**config.mk**
```make
export PLATFORM = sky130hd
export DESIGN_NAME = wakeup_bcast
export DESIGN_NICKNAME = d
export VERILOG_FILES = /design/src/rtl/wakeup_bcast.sv
export SDC_FILE = /design/constraint.sdc
export NUM_CORES = 1
export LEC_CHECK = 0
export ABC_AREA = 1
export CORE_MARGIN = 1.5
export CORE_UTILIZATION = 40
export CTS_BUF_LIST = sky130_fd_sc_hd__clkbuf_4
export CTS_CLUSTER_DIAMETER = 100
export CTS_CLUSTER_SIZE = 20
export DETAILED_ROUTE_END_ITERATION = 8
export GPL_TIMING_DRIVEN = 0
export PLACE_DENSITY = 0.93
export SYNTH_ARGS = -nofsm -noshare
export SYNTH_HDL_FRONTEND = slang
export SYNTH_SLANG_ARGS = --single-unit
```
**constraint.sdc**
```tcl
create_clock -name clk -period 2.21 [get_ports clk]
set_clock_uncertainty 0.15 [all_clocks]
set_input_delay 0.221 -clock clk [delete_from_list [all_inputs] [get_ports clk]]
set_output_delay 0.221 -clock clk [all_outputs]
set_load 0.02 [all_outputs]
```
**src/rtl/wakeup_bcast.sv**
```systemverilog
`default_nettype none
// ============================================================================
// Module   : wakeup_bcast
// Brief    : Issue-queue wake-up tag/delay broadcaster with mul occupancy,
//            single-outstanding ldst tracking and load-miss cancel/rebroadcast.
// Revision : 1.0 - initial release
// ============================================================================
module wakeup_bcast #(
   parameter int DLY_LEN = 8,
   parameter int ALU_LAT = 1,
   parameter int BRA_LAT = 1,
   parameter int LD_LAT  = 2,
   parameter int MUL_LAT = 4
) (
   input  logic               clk,
   input  logic               rst,
   input  logic               flush,
   input  logic               iss_alu1_vld,
   input  logic               iss_alu2_vld,
   input  logic               iss_bra_vld,
   input  logic               iss_ldst_vld,
   input  logic               iss_mul_vld,
   input  logic [4:0]         iss_alu1_tag,
   input  logic [4:0]         iss_alu2_tag,
   input  logic [4:0]         iss_bra_tag,
   input  logic [4:0]         iss_ldst_tag,
   input  logic [4:0]         iss_mul_tag,
   input  logic               ldst_miss,
   input  logic               ldst_refill,
   output logic [4:0]         tag_alu1,
   output logic [4:0]         tag_alu2,
   output logic [4:0]         tag_bra,
   output logic [4:0]         tag_ldst,
   output logic [4:0]         tag_mul,
   output logic [DLY_LEN-1:0] delay_alu1,
   output logic [DLY_LEN-1:0] delay_alu2,
   output logic [DLY_LEN-1:0] delay_bra,
   output logic [DLY_LEN-1:0] delay_ldst,
   output logic [DLY_LEN-1:0] delay_mul,
   output logic               cancel_vld,
   output logic [4:0]         cancel_tag,
   output logic               mul_ready,
   output logic               ldst_ready
);

   localparam logic [DLY_LEN-1:0] c_dly_ones = {DLY_LEN{1'b1}};
   localparam logic [DLY_LEN-1:0] c_dly_alu  = c_dly_ones << (ALU_LAT - 1);
   localparam logic [DLY_LEN-1:0] c_dly_bra  = c_dly_ones << (BRA_LAT - 1);
   localparam logic [DLY_LEN-1:0] c_dly_ld   = c_dly_ones << (LD_LAT - 1);
   localparam logic [DLY_LEN-1:0] c_dly_mul  = c_dly_ones << (MUL_LAT - 1);

   localparam int                c_mul_cw  = $clog2(MUL_LAT + 1);
   localparam logic [c_mul_cw-1:0] c_mul_lat = c_mul_cw'(MUL_LAT);
   localparam logic [c_mul_cw-1:0] c_mul_one = c_mul_cw'(1);

   localparam logic [2:0] c_st_idle   = 3'd0;
   localparam logic [2:0] c_st_bcast  = 3'd1;
   localparam logic [2:0] c_st_check  = 3'd2;
   localparam logic [2:0] c_st_cancel = 3'd3;
   localparam logic [2:0] c_st_miss   = 3'd4;
   localparam logic [2:0] c_st_rebc   = 3'd5;

   logic [4:0]          r_tag_alu1, r_tag_alu2, r_tag_bra, r_tag_ldst, r_tag_mul;
   logic [DLY_LEN-1:0]  r_dly_alu1, r_dly_alu2, r_dly_bra, r_dly_ldst, r_dly_mul;
   logic                r_cancel_vld;
   logic [4:0]          r_cancel_tag;
   logic [c_mul_cw-1:0] r_mul_cnt;
   logic [2:0]          r_ld_state;
   logic [4:0]          r_pend_tag;

   logic                w_alu1_hit, w_alu2_hit, w_bra_hit;
   logic                w_mul_ready, w_mul_take, w_mul_hit;
   logic [2:0]          w_ld_state_nxt;
   logic [4:0]          w_pend_tag_nxt;
   logic [4:0]          w_ld_tag_nxt;
   logic [DLY_LEN-1:0]  w_ld_dly_nxt;
   logic                w_cancel_vld_nxt;
   logic [4:0]          w_cancel_tag_nxt;

   assign w_alu1_hit  = iss_alu1_vld && (iss_alu1_tag != 5'd0);
   assign w_alu2_hit  = iss_alu2_vld && (iss_alu2_tag != 5'd0);
   assign w_bra_hit   = iss_bra_vld  && (iss_bra_tag  != 5'd0);

   // A tag-0 mul issue still occupies the unit; only its broadcast is dropped.
   assign w_mul_ready = (r_mul_cnt == '0);
   assign w_mul_take  = iss_mul_vld && w_mul_ready;
   assign w_mul_hit   = w_mul_take && (iss_mul_tag != 5'd0);

   // Outputs are loaded on the transition into the state that owns them, so
   // the registered values line up with BCAST / CANCEL / REBC.
   always_comb begin
      w_ld_state_nxt   = r_ld_state;
      w_pend_tag_nxt   = r_pend_tag;
      w_ld_tag_nxt     = 5'd0;
      w_ld_dly_nxt     = '0;
      w_cancel_vld_nxt = 1'b0;
      w_cancel_tag_nxt = 5'd0;
      case (r_ld_state)
         c_st_idle: begin
            if (iss_ldst_vld) begin
               w_ld_state_nxt = c_st_bcast;
               w_pend_tag_nxt = iss_ldst_tag;
               if (iss_ldst_tag != 5'd0) begin
                  w_ld_tag_nxt = iss_ldst_tag;
                  w_ld_dly_nxt = c_dly_ld;
               end
            end
         end
         c_st_bcast: w_ld_state_nxt = c_st_check;
         c_st_check: begin
            if (ldst_miss) begin
               w_ld_state_nxt = c_st_cancel;
               if (r_pend_tag != 5'd0) begin
                  w_cancel_vld_nxt = 1'b1;
                  w_cancel_tag_nxt = r_pend_tag;
               end
            end else begin
               w_ld_state_nxt = c_st_idle;
            end
         end
         c_st_cancel: w_ld_state_nxt = c_st_miss;
         c_st_miss: begin
            if (ldst_refill) begin
               w_ld_state_nxt = c_st_rebc;
               if (r_pend_tag != 5'd0) begin
                  w_ld_tag_nxt = r_pend_tag;
                  w_ld_dly_nxt = c_dly_ones;
               end
            end
         end
         c_st_rebc: w_ld_state_nxt = c_st_idle;
         default:   w_ld_state_nxt = c_st_idle;
      endcase
   end

   always_ff @(posedge clk) begin
      if (rst || flush) begin
         r_tag_alu1   <= 5'd0;
         r_tag_alu2   <= 5'd0;
         r_tag_bra    <= 5'd0;
         r_tag_ldst   <= 5'd0;
         r_tag_mul    <= 5'd0;
         r_dly_alu1   <= '0;
         r_dly_alu2   <= '0;
         r_dly_bra    <= '0;
         r_dly_ldst   <= '0;
         r_dly_mul    <= '0;
         r_cancel_vld <= 1'b0;
         r_cancel_tag <= 5'd0;
         r_mul_cnt    <= '0;
         r_ld_state   <= c_st_idle;
         r_pend_tag   <= 5'd0;
      end else begin
         r_tag_alu1   <= w_alu1_hit ? iss_alu1_tag : 5'd0;
         r_dly_alu1   <= w_alu1_hit ? c_dly_alu : '0;
         r_tag_alu2   <= w_alu2_hit ? iss_alu2_tag : 5'd0;
         r_dly_alu2   <= w_alu2_hit ? c_dly_alu : '0;
         r_tag_bra    <= w_bra_hit ? iss_bra_tag : 5'd0;
         r_dly_bra    <= w_bra_hit ? c_dly_bra : '0;
         r_tag_mul    <= w_mul_hit ? iss_mul_tag : 5'd0;
         r_dly_mul    <= w_mul_hit ? c_dly_mul : '0;
         if (w_mul_take) begin
            r_mul_cnt <= c_mul_lat;
         end else if (!w_mul_ready) begin
            r_mul_cnt <= r_mul_cnt - c_mul_one;
         end
         r_ld_state   <= w_ld_state_nxt;
         r_pend_tag   <= w_pend_tag_nxt;
         r_tag_ldst   <= w_ld_tag_nxt;
         r_dly_ldst   <= w_ld_dly_nxt;
         r_cancel_vld <= w_cancel_vld_nxt;
         r_cancel_tag <= w_cancel_tag_nxt;
      end
   end

   assign tag_alu1   = r_tag_alu1;
   assign tag_alu2   = r_tag_alu2;
   assign tag_bra    = r_tag_bra;
   assign tag_ldst   = r_tag_ldst;
   assign tag_mul    = r_tag_mul;
   assign delay_alu1 = r_dly_alu1;
   assign delay_alu2 = r_dly_alu2;
   assign delay_bra  = r_dly_bra;
   assign delay_ldst = r_dly_ldst;
   assign delay_mul  = r_dly_mul;
   assign cancel_vld = r_cancel_vld;
   assign cancel_tag = r_cancel_tag;
   assign mul_ready  = w_mul_ready;
   assign ldst_ready = (r_ld_state == c_st_idle);

endmodule
`default_nettype wire

```
---- Word level (Yosys, flattened, before mapping) ----
Index checks and enable logic that the tools add are counted.
Widths: inputs -> output; s select.
word-level totals
  bits in latches ......................... 0
  RAM bits ................................ 0
  output and inout bits ................... 73
  bits of input ports ..................... 35
  memories kept ........................... 0
  ROM bits ................................ 0
  flip-flop bits (word level) ............. 82
cells by class
  $add $sub $neg .......................... 1
  muxes and demuxes ....................... 21
  $lt $le $gt $ge ......................... 0
  shifts and indexed selects .............. 0
  equality and inequality tests ........... 7
  div/mod/pow operators ................... 0
  reductions and logical operators ........ 22
  multiply operators ...................... 0
  bitwise operators ....................... 6
operators by type and width
  kind                 count
  $mux 8               8
  $reduce_bool 5->1    6
  $mux 5               4
  $pmux 8 s2           1
  $pmux 3 s5           1
  $mux 3               4
  $pmux 5 s2           1
  $reduce_or 2->1      5
  $eq 3x2->1 const B   2
  $logic_not 3->1      2
  $not 1->1            6
  $logic_and 1x1->1    5
  $ne 2x2->1 const B   2
  $reduce_and 2->1     2
  $eq 3x1->1 const B   1
  $eq 3x3->1 const B   1
  $reduce_or 3->1      1
  $sub 3x1->3 const B  1
  $mux 2               1
  $ne 2x1->1 const B   1
  $logic_or 1x1->1     1
  $mux 1               1

---- Logic depth before layout (Yosys ltp) ----
  depth in word-level cells ............... 5
  depth in mapped cells ................... 8
  gate-level depth less buffers ........... 8

---- Worst setup path before layout ----
Ideal clock, no wire load.
  kind .................................... reg-to-reg
  start point ............................. reg r_mul_cnt[0]
  end point ............................... reg r_tag_mul[0], in the netlist tag_mul[0]
  path slack .............................. 850 ps
  period minus slack after synthesis ...... 1,360 ps
  arrival time ............................ 1,145 ps
  cell stages (with the launch flop) ...... 9
  path through ............................ dfxtp_1 inv_1 ha_1 inv_1 nor2_4 nand3_1 inv_1 nand2_1 nor2_1
on the way
  longest elaborated chain between the ends .. 5
RTL lines
  element                    RTL line  text
  start, declared            67        logic [c_mul_cw-1:0] r_mul_cnt;
  start signal, assigned     163       r_mul_cnt <= c_mul_lat;
  start signal, assigned     165       r_mul_cnt <= r_mul_cnt - c_mul_one;
  $logic_not 3->1            85        assign w_mul_ready = (r_mul_cnt == '0);
  named net mul_ready        42        output logic mul_ready,
  $logic_and 1x1->1          86        assign w_mul_take = iss_mul_vld && w_mul_ready;
  $logic_and 1x1->1          87        assign w_mul_hit = w_mul_take && (iss_mul_tag != 5'd0);
  $not 1->1 (no line)        -
  $reduce_or 2->1 (no line)  -
  end signal, assigned       160       r_tag_mul <= w_mul_hit ? iss_mul_tag : 5'd0;
  end, declared              63        logic [4:0] r_tag_alu1, r_tag_alu2, r_tag_bra, r_tag_ldst, r_tag_mul;
The timed path passes the listed nets, and every way through them passes these cells.
A chain may end at the register's enable or synchronous reset.

---- Worst setup path after layout ----
  start point ............................. reg r_ld_state[0]
  end point ............................... out ldst_ready
on the way
  longest elaborated chain between the ends .. 1
RTL lines
  element                 RTL line  text
  start, declared         68        logic [2:0] r_ld_state;
  start signal, assigned  151       r_ld_state <= c_st_idle;
  start signal, assigned  167       r_ld_state <= w_ld_state_nxt;
  $logic_not 3->1         189       assign ldst_ready = (r_ld_state == c_st_idle);
  end, declared           43        output logic ldst_ready
No other way between the ends.

==> impl_metrics.ini <==
[outcome]
outcome = finished, final reports clean

[setup_path]
reg2reg_depth = 8
slowest_stage = clkdlybuf4s50_1
cp_slowest_stage_delay_ps = 620
cp_cell_sequence = inv_2 > nand2_1 > nor2_2 > clkdlybuf4s50_1
required_ps = 1840
timing.rr.start = r_mul_cnt[0]
startpoint_type = flop
critPathMaxFanout = 4
worstSetupPathType = reg -> out
critical_path_arrival_ps = 1640
endpoint_kind = output port
regToRegEndpoint = tag_mul[3]
r2r_slack_ps = 780

[layout]
fill_cells = 354
n_antenna_cell = 0
drive_gt1_share_pct = 15.2
regArea_um2 = 961
nets = 386
multi_input_area_um2 = 543
area_growth_pct = 60.9

[synth]
syn_area_um2 = 1910
synth_area_leaders = dfxtp_1 (50%), buf_4 (13%), inv_1 (7.8%)
yosys_register_bits = 48
synth_flop_cell = dfxtp_1
synth_enable_flop_cells = 0
ys_top_cells_by_count = dfxtp_1 (48), inv_1 (40), nor2_1 (38)
syn-instance-count = 236
synth_top_cell_area_share_pct = 50.2
ys_seq_area_share_pct = 50.2
synthArstFlopShare_pct = 0
synth_area_per_cell_um2 = 8.11
synth_most_common_cell = dfxtp_1
synth_top_area_cell = dfxtp_1
ys_types = 24
yosysWarnings = 0

[clock_network]
clk_pin_slew_ps = 130
root_buffer = clkbuf_4
htree_levels = 2
cts.sinks = 48
clk_latency_ps = 340
cts_made_buffers = 5
clk_path_buf_depth = 2
cts_tree = built

[die]
rows = 24
start_util_pct = 42.8
die_w_um = 72.2
fp.dieH_um = 72.2
dieArea_um2 = 5210
core_um2 = 4470
io_pins = 108

[place]
numPortBuffers = 104
place_congestion = 0.807
hpwlAfterDp_um = 3690

[detailed_routing]
num_vias = 1753
viasPerCell = 4.37
wl_per_cell_um = 11.1
routed_wl_um = 4450
ant_nets = 0
drc = 0
drtIter0Drc = 74
first_pass_iters = 7

[power_and_ir_drop]
p_leak_nw = 1.39
p_per_area_nw_per_um2 = 531
peakVddDrop_uv = 354
totalPowerFinal_mw = 1.64

[global_routing]
grt_pass1_wl_um = 7220
grt_pass1_vias = 1638
grt.overflow.total = 0
grt_usage_pct = 17.8
grt_max_degree = 14
antenna_found_initial = 0

[worst_hold_path]
hold_class = in -> reg
hold_path_end = tag_alu1[2]
hold_start = iss_alu1_tag[2]
holdPathStages = 3

[sta]
setup_violations = 0
fmax_mhz = 497
rsz0062_at_grt = false
slew_viol_final = 0
fin_crit_ps = 2010
timing_hold_violations_final = 0
timing.setup.tns_ps = 0
finalCritPeriodShare_pct = 91.1

[run]
cap_violations = 0
sequential cells by signal, indices dropped and copies added (netlist names):
signal	flops
delay_alu2	1
r_ld_state	3
tag_bra	5
tag_ldst	5
tag_mul	5
delay_bra	1
delay_alu1	1
r_mul_cnt	3
cancel_tag	5
delay_ldst	2
delay_mul	1
cancel_vld	1
tag_alu1	5
tag_alu2	5
r_pend_tag	5
through the flow:
stage	hold slack (ps)	util [%]	area, µm²	instances	worst slack [ps]
finish	261	68.8	3080	401	196
global route	251	68.8	3080	401	83.3
CTS	255	68.8	3080	401	62.3
detailed placement	311	67.7	3030	394	461
global placement	300	67.7	3030	394	482
floorplan	183	-	1920	238	850
metal layers:
layer,wire [µm],track usage (%)
met1,1760,19.2
met2,2330,33.8
met3,340,5.00
met4,23,4.82
met5,0,0
cell usage in the layout, fill, tap and decap left out, drive strengths merged, types with 2 or more instances in the layout:
cell type | netlist | final
inv | 41 | 41
a21oi | 14 | 14
nand3 | 8 | 8
clkdlybuf4s50 | 0 | 103
nand2 | 32 | 32
nor2 | 43 | 43
ha | 2 | 2
conb | 1 | 3
clkbuf | 1 | 7
buf | 35 | 35
dfxtp | 48 | 48
nand4 | 3 | 3
nor3 | 2 | 2
layout make-up:
type	count	area share [%]
Timing Repair Buffer	104	33.9
Sequential cell	48	31.2
Multi-Input combinational cell	113	17.6
Buffer	36	8.57
Inverter	41	5.00
Tap cell	52	2.11
Clock buffer	6	1.46
Clock inverter	1	0.162
cells by family after synthesis:
| kind of cell | synth area share [%] |
|---|---|
| buffers and inverters | 21.8 |
| XOR/XNOR | 0.458 |
| adder cells (fa/ha/maj) | 1.31 |
| flip-flops | 50.2 |
| other | 0.196 |
| AND/OR/NAND/NOR | 21.0 |
| AO/OA/AOI/OAI | 5.03 |
worst max-delay path, delay by kind of cell (launching register included):
kind                   cells  cell delay (ps)
buffers and inverters      2              700
AND/OR/NAND/NOR            2              210
flip-flops                 1              390
worst max-delay path by stage:
stage	startpoint	to	slack (ps)	cells after the start
2_1_floorplan	r_mul_cnt[0]	tag_mul[0]	850	8
3_3_place_gp	r_mul_cnt[0]	mul_ready	480	5
3_5_place_dp	r_mul_cnt[0]	mul_ready	460	5
4_1_cts	r_mul_cnt[0]	mul_ready	60	5
5_1_grt	r_ld_state[1]	ldst_ready	80	4
6_report	r_ld_state[0]	ldst_ready	200	4
what timing repair did:
action / in CTS / in global routing
setup endpoints to repair: 0 / 1
resized for setup: 0 / 1
setup buffers: 0 / 0
hold buffers: 0 / 0
where the power goes:
group	internal (mW)	leakage (nW)	switching [mW]
logic	0.185	0.967	0.158
registers	0.890	0.390	0.0190
clock network	0.130	0.0315	0.255
total	1.20	1.39	0.432
(Power assumes the default switching activity.)
